==> src/rtl/alu_arbiter_pkg.sv <==
// Shared definitions for the execute-cluster ALU arbiter: opcode encodings and requester IDs.
// Constants only; imported by the ALU, the arbiter top and the bench.
package alu_arbiter_pkg;

  localparam int OP_AND  = 0;
  localparam int OP_OR   = 1;
  localparam int OP_ADD  = 2;
  localparam int OP_XOR  = 3;
  localparam int OP_SLL  = 4;
  localparam int OP_SRL  = 5;
  localparam int OP_SUB  = 6;
  localparam int OP_SLTU = 7;
  localparam int OP_SLT  = 8;
  localparam int OP_SRA  = 9;
  localparam int OP_LAST = 9;

  localparam logic REQ_INT = 1'b0;
  localparam logic REQ_AGU = 1'b1;

endpackage

==> src/rtl/alu_arbiter_if.sv <==
// Request/response bundle between the two issuing units, the arbiter and writeback.
// master = requester/consumer side, slave = the arbiter.
interface alu_arbiter_if #(
  parameter int WIDTH = 32,
  parameter int OPW   = 4,
  parameter int CNTW  = 16
);

  logic             req0_valid;
  logic             req0_ready;
  logic [OPW-1:0]   req0_op;
  logic [WIDTH-1:0] req0_a;
  logic [WIDTH-1:0] req0_b;

  logic             req1_valid;
  logic             req1_ready;
  logic [OPW-1:0]   req1_op;
  logic [WIDTH-1:0] req1_a;
  logic [WIDTH-1:0] req1_b;

  logic             rsp_valid;
  logic             rsp_ready;
  logic             rsp_id;
  logic [WIDTH-1:0] rsp_data;
  logic             rsp_zero;
  logic             rsp_err;
  logic [CNTW-1:0]  ops_done;

  modport master (
    output req0_valid, req0_op, req0_a, req0_b,
    output req1_valid, req1_op, req1_a, req1_b,
    output rsp_ready,
    input  req0_ready, req1_ready,
    input  rsp_valid, rsp_id, rsp_data, rsp_zero, rsp_err, ops_done
  );

  modport slave (
    input  req0_valid, req0_op, req0_a, req0_b,
    input  req1_valid, req1_op, req1_a, req1_b,
    input  rsp_ready,
    output req0_ready, req1_ready,
    output rsp_valid, rsp_id, rsp_data, rsp_zero, rsp_err, ops_done
  );

endinterface

==> src/rtl/alu_arbiter_alu.sv <==
// Purely combinational ALU (0 cycles); no flow control. Shift amount is taken as-is from b,
// callers are responsible for masking it. Illegal opcodes produce 0.
module alu_arbiter_alu
  import alu_arbiter_pkg::*;
#(
  parameter int WIDTH = 32,
  parameter int OPW   = 4
) (
  input  logic [OPW-1:0]   i_op,
  input  logic [WIDTH-1:0] i_a,
  input  logic [WIDTH-1:0] i_b,
  output logic [WIDTH-1:0] o_res,
  output logic             o_zero
);

  logic w_lt_s;
  logic w_lt_u;

  assign w_lt_s = $signed(i_a) < $signed(i_b);
  assign w_lt_u = i_a < i_b;

  always_comb begin
    o_res = '0;
    case (i_op)
      OPW'(OP_AND):  o_res = i_a & i_b;
      OPW'(OP_OR):   o_res = i_a | i_b;
      OPW'(OP_ADD):  o_res = i_a + i_b;
      OPW'(OP_XOR):  o_res = i_a ^ i_b;
      OPW'(OP_SLL):  o_res = i_a << i_b;
      OPW'(OP_SRL):  o_res = i_a >> i_b;
      OPW'(OP_SUB):  o_res = i_a - i_b;
      OPW'(OP_SLTU): o_res = {{(WIDTH-1){1'b0}}, w_lt_u};
      OPW'(OP_SLT):  o_res = {{(WIDTH-1){1'b0}}, w_lt_s};
      OPW'(OP_SRA):  o_res = $unsigned($signed(i_a) >>> i_b);
      default:       o_res = '0;
    endcase
  end

  assign o_zero = (o_res == '0);

endmodule

==> src/rtl/alu_arbiter.sv <==
// Round-robin share of one ALU between the integer pipe and the AGU; result registered, 1-cycle latency.
// Single-entry response buffer: accepts when empty or draining, so 1 op/cycle sustains; requests stall on a held result.
module alu_arbiter
  import alu_arbiter_pkg::*;
#(
  parameter int WIDTH = 32,
  parameter int OPW   = 4,
  parameter int CNTW  = 16
) (
  input  logic         clk,
  input  logic         rst_n,
  alu_arbiter_if.slave bus
);

  localparam int SHW = $clog2(WIDTH);

  typedef struct packed {
    logic             id;
    logic             err;
    logic             zero;
    logic [WIDTH-1:0] data;
  } rsp_t;

  logic            r_rsp_valid;
  rsp_t            r_rsp;
  logic            r_ptr;
  logic [CNTW-1:0] r_ops_done;

  logic             w_acc;
  logic             w_grant_vld;
  logic             w_grant_id;
  logic [OPW-1:0]   w_op;
  logic [WIDTH-1:0] w_a;
  logic [WIDTH-1:0] w_b;
  logic [WIDTH-1:0] w_b_alu;
  logic             w_shift;
  logic             w_illegal;
  logic [WIDTH-1:0] w_alu_res;
  logic             w_alu_zero;
  rsp_t             w_rsp;

  assign w_acc = !r_rsp_valid || bus.rsp_ready;

  // Pointer only breaks ties; a lone requester is always served.
  always_comb begin
    w_grant_vld = 1'b0;
    w_grant_id  = REQ_INT;
    if (w_acc) begin
      case ({bus.req1_valid, bus.req0_valid})
        2'b01: begin
          w_grant_vld = 1'b1;
          w_grant_id  = REQ_INT;
        end
        2'b10: begin
          w_grant_vld = 1'b1;
          w_grant_id  = REQ_AGU;
        end
        2'b11: begin
          w_grant_vld = 1'b1;
          w_grant_id  = r_ptr;
        end
        default: begin
          w_grant_vld = 1'b0;
          w_grant_id  = REQ_INT;
        end
      endcase
    end
  end

  assign bus.req0_ready = w_grant_vld && (w_grant_id == REQ_INT);
  assign bus.req1_ready = w_grant_vld && (w_grant_id == REQ_AGU);

  assign w_op = (w_grant_id == REQ_AGU) ? bus.req1_op : bus.req0_op;
  assign w_a  = (w_grant_id == REQ_AGU) ? bus.req1_a  : bus.req0_a;
  assign w_b  = (w_grant_id == REQ_AGU) ? bus.req1_b  : bus.req0_b;

  assign w_shift = (w_op == OPW'(OP_SLL)) || (w_op == OPW'(OP_SRL)) ||
                   (w_op == OPW'(OP_SRA));
  assign w_illegal = (w_op > OPW'(OP_LAST));
  assign w_b_alu = w_shift ? {{(WIDTH-SHW){1'b0}}, w_b[SHW-1:0]} : w_b;

  alu_arbiter_alu #(
    .WIDTH (WIDTH),
    .OPW   (OPW)
  ) u_alu (
    .i_op   (w_op),
    .i_a    (w_a),
    .i_b    (w_b_alu),
    .o_res  (w_alu_res),
    .o_zero (w_alu_zero)
  );

  always_comb begin
    w_rsp.id   = w_grant_id;
    w_rsp.err  = w_illegal;
    w_rsp.zero = w_illegal ? 1'b1 : w_alu_zero;
    w_rsp.data = w_illegal ? '0 : w_alu_res;
  end

  always_ff @(posedge clk or negedge rst_n) begin
    if (!rst_n) begin
      r_rsp_valid <= 1'b0;
      r_rsp       <= '0;
      r_ptr       <= REQ_INT;
      r_ops_done  <= '0;
    end else begin
      if (w_grant_vld) begin
        r_rsp_valid <= 1'b1;
        r_rsp       <= w_rsp;
        r_ptr       <= ~w_grant_id;
      end else if (bus.rsp_ready) begin
        r_rsp_valid <= 1'b0;
      end
      if (r_rsp_valid && bus.rsp_ready) begin
        r_ops_done <= r_ops_done + 1'b1;
      end
    end
  end

  assign bus.rsp_valid = r_rsp_valid;
  assign bus.rsp_id    = r_rsp.id;
  assign bus.rsp_data  = r_rsp.data;
  assign bus.rsp_zero  = r_rsp.zero;
  assign bus.rsp_err   = r_rsp.err;
  assign bus.ops_done  = r_ops_done;

endmodule

==> src/flat_wrapper.sv <==
// flat-port wrapper written by rule: the top's interface ports become plain ports
module alu_arbiter_flat import alu_arbiter_pkg::*;
#(
  parameter int WIDTH = 32,
  parameter int OPW   = 4,
  parameter int CNTW  = 16
)
  (clk, rst_n, bus_req0_valid, bus_req0_op, bus_req0_a, bus_req0_b, bus_req1_valid, bus_req1_op, bus_req1_a, bus_req1_b, bus_rsp_ready, bus_req0_ready, bus_req1_ready, bus_rsp_valid, bus_rsp_id, bus_rsp_data, bus_rsp_zero, bus_rsp_err, bus_ops_done);
  alu_arbiter_if #(.WIDTH(WIDTH), .OPW(OPW), .CNTW(CNTW)) bus_i ();
  input  logic clk;
  input  logic rst_n;
  input wire logic [$bits(bus_i.req0_valid)-1:0] bus_req0_valid;
  input wire logic [$bits(bus_i.req0_op)-1:0] bus_req0_op;
  input wire logic [$bits(bus_i.req0_a)-1:0] bus_req0_a;
  input wire logic [$bits(bus_i.req0_b)-1:0] bus_req0_b;
  input wire logic [$bits(bus_i.req1_valid)-1:0] bus_req1_valid;
  input wire logic [$bits(bus_i.req1_op)-1:0] bus_req1_op;
  input wire logic [$bits(bus_i.req1_a)-1:0] bus_req1_a;
  input wire logic [$bits(bus_i.req1_b)-1:0] bus_req1_b;
  input wire logic [$bits(bus_i.rsp_ready)-1:0] bus_rsp_ready;
  output wire logic [$bits(bus_i.req0_ready)-1:0] bus_req0_ready;
  output wire logic [$bits(bus_i.req1_ready)-1:0] bus_req1_ready;
  output wire logic [$bits(bus_i.rsp_valid)-1:0] bus_rsp_valid;
  output wire logic [$bits(bus_i.rsp_id)-1:0] bus_rsp_id;
  output wire logic [$bits(bus_i.rsp_data)-1:0] bus_rsp_data;
  output wire logic [$bits(bus_i.rsp_zero)-1:0] bus_rsp_zero;
  output wire logic [$bits(bus_i.rsp_err)-1:0] bus_rsp_err;
  output wire logic [$bits(bus_i.ops_done)-1:0] bus_ops_done;
  assign bus_i.req0_valid = bus_req0_valid;
  assign bus_i.req0_op = bus_req0_op;
  assign bus_i.req0_a = bus_req0_a;
  assign bus_i.req0_b = bus_req0_b;
  assign bus_i.req1_valid = bus_req1_valid;
  assign bus_i.req1_op = bus_req1_op;
  assign bus_i.req1_a = bus_req1_a;
  assign bus_i.req1_b = bus_req1_b;
  assign bus_i.rsp_ready = bus_rsp_ready;
  assign bus_req0_ready = bus_i.req0_ready;
  assign bus_req1_ready = bus_i.req1_ready;
  assign bus_rsp_valid = bus_i.rsp_valid;
  assign bus_rsp_id = bus_i.rsp_id;
  assign bus_rsp_data = bus_i.rsp_data;
  assign bus_rsp_zero = bus_i.rsp_zero;
  assign bus_rsp_err = bus_i.rsp_err;
  assign bus_ops_done = bus_i.ops_done;
  alu_arbiter #(.WIDTH(WIDTH), .OPW(OPW), .CNTW(CNTW)) u_core (.clk(clk), .rst_n(rst_n), .bus(bus_i));
endmodule
==> config.mk <==
export PLATFORM = sky130hd
export DESIGN_NAME = alu_arbiter_flat
export DESIGN_NICKNAME = d
export VERILOG_FILES = /design/src/rtl/alu_arbiter_pkg.sv /design/src/rtl/alu_arbiter_if.sv /design/src/rtl/alu_arbiter_alu.sv /design/src/rtl/alu_arbiter.sv /design/src/flat_wrapper.sv
export SDC_FILE = /design/constraint.sdc
export NUM_CORES = 1
export LEC_CHECK = 0
export ABC_CLOCK_PERIOD_IN_PS = 9100
export BUFFER_PORTS_ARGS = -buffer_cell sky130_fd_sc_hd__buf_2
export CELL_PAD_IN_SITES_DETAIL_PLACEMENT = 1
export CELL_PAD_IN_SITES_GLOBAL_PLACEMENT = 1
export CORE_MARGIN = 2
export CORE_UTILIZATION = 40
export CTS_CLUSTER_DIAMETER = 120
export DETAILED_ROUTE_END_ITERATION = 8
export GPL_ROUTABILITY_DRIVEN = 0
export PLACE_DENSITY = 0.79
export SYNTH_ARGS = -nofsm -noshare
export SYNTH_HDL_FRONTEND = slang
export SYNTH_HIERARCHICAL = 1
export SYNTH_SLANG_ARGS = --single-unit
==> constraint.sdc <==
create_clock -name clk -period 9.1 [get_ports clk]
set_clock_uncertainty 0.15 [all_clocks]
set_input_delay 1.82 -clock clk [delete_from_list [all_inputs] [get_ports clk]]
set_output_delay 1.82 -clock clk [all_outputs]
set_load 0.01 [all_outputs]
==> run summary <==
The run finished with clean final reports. At the placement stage, the worst setup path has a slack of roughly 1.1 ns. For the finished layout, the period the worst path requires is between 7 and 8 ns. Of the cells placed in the final design, the portion with a size suffix greater than 1 is 0.199.

The later pin in the worst-skew pair is clocked with a latency of roughly 0.29 ns. The area of all sequential standard cells is ~1300 sq um. In the synthesized netlist the async set-or-reset flop fraction comes to 1.00.

The number of warnings issued by yosys is 6. The floorplan die area came out at 35300 sq um. The count of different cell masters after synthesis came out at 96. The sequential share of power is 0.157. The worst-case IR drop observed on VDD is 108 uV. From left edge to right edge, the die measures around 190 um. The total half-perimeter wirelength after legalization and detailed placement came out at 50500 um. For this run, the register share of the synthesized area comes to 0.0980.

The number of antenna diodes in the final layout is 0. The top cell type by total area after synthesis is sky130_fd_sc_hd__dfrtp_1. The finished layout holds 2451 standard cells, fillers aside. The final hold violation count came out at 0. By area the synthesized netlist is led by sky130_fd_sc_hd__dfrtp_1 (9.8%), sky130_fd_sc_hd__nand2_1 (9.3%), sky130_fd_sc_hd__ha_1 (9.2%). The cts-stage hold buffer count came out at 0.

The clock transition at the registers of the reported paths came out at ~0.06 ns. Counting the fill cells in the layout gives between 4000 and 5000. In this run the clock root is driven by a sky130_fd_sc_hd__clkbuf_16. The synthesized netlist net count is between 2000 and 2500. The worst hold slack across all endpoints is about 0.33 ns. The share of synthesized area in the top cell type comes to 0.0980. The aggregate negative setup slack came out at 0 ns. The number of flip-flops and latches in the synthesized netlist came out at 53. The arrival time of data at the critical path endpoint came out at 7.94 ns. The portion of total power attributed to combinational logic is 0.750. The type of the worst min-delay path is register to register. In the routed layout, each cell is associated on average with a via count of around 6.8. The wire length per cell came out at ~27 um. The initial utilization of the core area, before any placement, comes to 0.405. The layout net count came out at between 2000 and 2500. The die height came out at ~190 um. The wire length of the first global-routing pass is around 100000 um.

STA classifies the critical path endpoint as a register. The number of placed cells counting well taps came out at approximately 2400. In the synthesized netlist, the number of instances is ~1900.

The total number of vias is about 17000. The worst setup path is of the input pin to register kind. The synthesis-to-finish area growth came out at 10.3%. The average footprint of a synthesized cell is a little over 7 sq um. The final number of max-transition violations is 0. In this run, synthesis inferred 0 flip-flops with an integrated enable. The initial detailed-routing violation count came out at around 2500. The share of total power in the clock network came out at 0.093.

Counting cells, the worst reg-to-reg path comes to 22. CTS built an H-tree with a depth of 2. The pre-antenna-repair detailed-routing pass consisted of 7 iterations.

The initial antenna violation count was 0. Sorting the synthesized cells by how often they occur yields sky130_fd_sc_hd__nand2_1 (337), sky130_fd_sc_hd__nor2_1 (143), sky130_fd_sc_hd__a21oi_1 (114). Input and output buffers added on the ports amount to slightly below 200. The internal portion of the total power is 0.914 mW. The number of CTS-inserted buffers is 5.

By instance count, the leading cell after synthesis is sky130_fd_sc_hd__nand2_1. TritonCTS built the clock tree. Setup repair after global routing left no endpoint under its margin. Of the available clock period, the critical path in the final layout requires 0.863.

For this run, the top clock speed supported by timing is roughly 0.13 GHz. The largest net degree at the start of global routing is 69. The power density over the cells came out at approximately 140 nW/um^2. Along the worst hold path, the cell count comes to 1. The total of cells resized after clock tree synthesis came out at 0. Along the worst path, the maximum fanout reaches 33. The predominant post-synthesis flop cell is sky130_fd_sc_hd__dfrtp_1. The deepest clock path buffer count came out at 2. The number of design rule violations left after detail routing is 0. The setup slack after layout came out at ~1.2 ns. The via count of the first global-routing pass came out at between 15000 and 20000. The number of buffers inserted by post-CTS setup repair came out at 0.

The proportion of total power due to net switching is 0.550. The placeable core area came out at ~33000 sq um. The number of max-cap violations came out at 0. The total global-route track usage is 0.356. In the final layout, the multi-input gates occupy about 11000 sq um. The worst max-slew margin expressed relative to the limit is 0.279. The initialized floorplan defines 67 standard-cell rows. The cell area after technology mapping is roughly 14000 sq um. The setup violation total in the final timing report is 0. The pin slew with the least headroom to its limit is roughly 1.1 ns.

The wire length after detailed routing came out at between 60000 and 70000 um. The cell leakage power came out at 6.68 nW. The remaining antenna violation count came out at 0. Global routing finished with a remaining overflow of 0.

The worst setup path is launched from an input pin. CTS saw between 50 and 60 sinks. For the worst setup path, the data required time is around 9.2 ns. For this design the total switching power over the nets is roughly 1.1 mW. The I/O pin total is 195. The post-layout total power is about 2 mW.
worst paths after layout:
| check | startpoint | to | slack (ns) |
|---|---|---|---|
| setup / recovery | bus_rsp_ready | u_core/bus.rsp_zero | 1.24 |
| hold / removal | u_core/r_ptr | u_core/r_ptr | 0.33 |
| setup reg to reg | u_core/bus.rsp_valid | u_core/bus.rsp_zero | 2.47 |
| hold reg to reg | u_core/r_ptr | u_core/r_ptr | 0.33 |
| max in group asynchronous | rst_n | u_core/bus.rsp_data[21] | 6.86 |
| min in group asynchronous | rst_n | u_core/bus.rsp_data[4] | 1.49 |
power groups by stage:
stage	registers, mW	logic [mW]	clock network, mW
2_1_floorplan	0.338	0.953	0
3_3_place_gp	0.319	1.41	0
3_5_place_dp	0.323	1.45	0
4_1_cts	0.319	1.46	0.193
5_1_grt	0.325	1.60	0.203
6_report	0.318	1.52	0.189
sequential cells by signal, summed over array words and instances, names as in the netlist:
register	count
u_core/bus.rsp_id	1
u_core/r_ptr	1
u_core/bus.ops_done	16
u_core/bus.rsp_zero	1
u_core/bus.rsp_data	32
u_core/bus.rsp_valid	1
u_core/bus.rsp_err	1
placed cells by master, fill, tap and decap left out, types with 23 or more instances in the layout:
master,n
sky130_fd_sc_hd__a211oi_1,26
sky130_fd_sc_hd__a21oi_1,114
sky130_fd_sc_hd__a22oi_1,25
sky130_fd_sc_hd__a31oi_1,28
sky130_fd_sc_hd__buf_2,194
sky130_fd_sc_hd__buf_4,43
sky130_fd_sc_hd__dfrtp_1,53
sky130_fd_sc_hd__ha_1,99
sky130_fd_sc_hd__inv_1,94
sky130_fd_sc_hd__mux2_2,30
sky130_fd_sc_hd__mux2i_1,80
sky130_fd_sc_hd__mux4_2,52
sky130_fd_sc_hd__nand2_1,333
sky130_fd_sc_hd__nand3_1,100
sky130_fd_sc_hd__nand4_1,23
sky130_fd_sc_hd__nor2_1,143
sky130_fd_sc_hd__nor3_1,36
sky130_fd_sc_hd__o211ai_1,35
sky130_fd_sc_hd__o21ai_0,95
sky130_fd_sc_hd__o21ai_2,32
sky130_fd_sc_hd__xnor2_1,23
per-layer routing:
layer	GRT usage	vias to the layer above	part of all wire
li1	-	7218	-
met1	0.465	8025	0.39
met2	0.548	1181	0.43
met3	0.0824	255	0.12
met4	0.183	0	0.062
met5	0	-	0
cell families after synthesis:
family	Yosys count	synth area share
DFF	53	0.0980
AOI/OAI and AO/OA	550	0.280
muxes	164	0.173
adders and majority gates	101	0.0945
xor gates and xnor gates	27	0.0175
buffers and inverters	252	0.0765
and+or+nand+nor	764	0.260
area by class of cell:
cell class,count,share of cell area
Clock buffer,7,0.00956
Tap cell,448,0.0376
Timing Repair Buffer,238,0.0880
Inverter,99,0.0249
Sequential cell,53,0.0889
Multi-Input combinational cell,1606,0.751
per-stage QoR:
stage / area, sq um / utilization
after floorplan: 13500 / -
after global placement: 14800 / 0.442
after detailed placement: 14800 / 0.442
after CTS: 14900 / 0.446
after global routing: 14900 / 0.446
final: 14900 / 0.446
worst max-delay path: stages:
cell	delay [ns]
sky130_fd_sc_hd__buf_2	0.14
sky130_fd_sc_hd__nand2b_4	0.17
sky130_fd_sc_hd__nand3_4	0.13
sky130_fd_sc_hd__inv_2	0.42
sky130_fd_sc_hd__nand2_1	0.18
sky130_fd_sc_hd__nand2_4	0.40
sky130_fd_sc_hd__inv_1	0.08
sky130_fd_sc_hd__buf_4	0.23
sky130_fd_sc_hd__ha_1	0.42
sky130_fd_sc_hd__nor2b_1	0.28
sky130_fd_sc_hd__o2111ai_1	0.24
sky130_fd_sc_hd__a311oi_1	0.66
sky130_fd_sc_hd__or3_1	0.28
sky130_fd_sc_hd__a21oi_1	0.09
sky130_fd_sc_hd__or2_2	0.28
sky130_fd_sc_hd__a311oi_1	0.63
sky130_fd_sc_hd__o211ai_1	0.28
sky130_fd_sc_hd__nor2_1	0.18
sky130_fd_sc_hd__nand4_1	0.12
sky130_fd_sc_hd__nor4_1	0.35
sky130_fd_sc_hd__and4b_1	0.27
sky130_fd_sc_hd__or3_1	0.12
sky130_fd_sc_hd__o22a_1	0.11
Note: power is estimated with default switching activity, not from simulation.
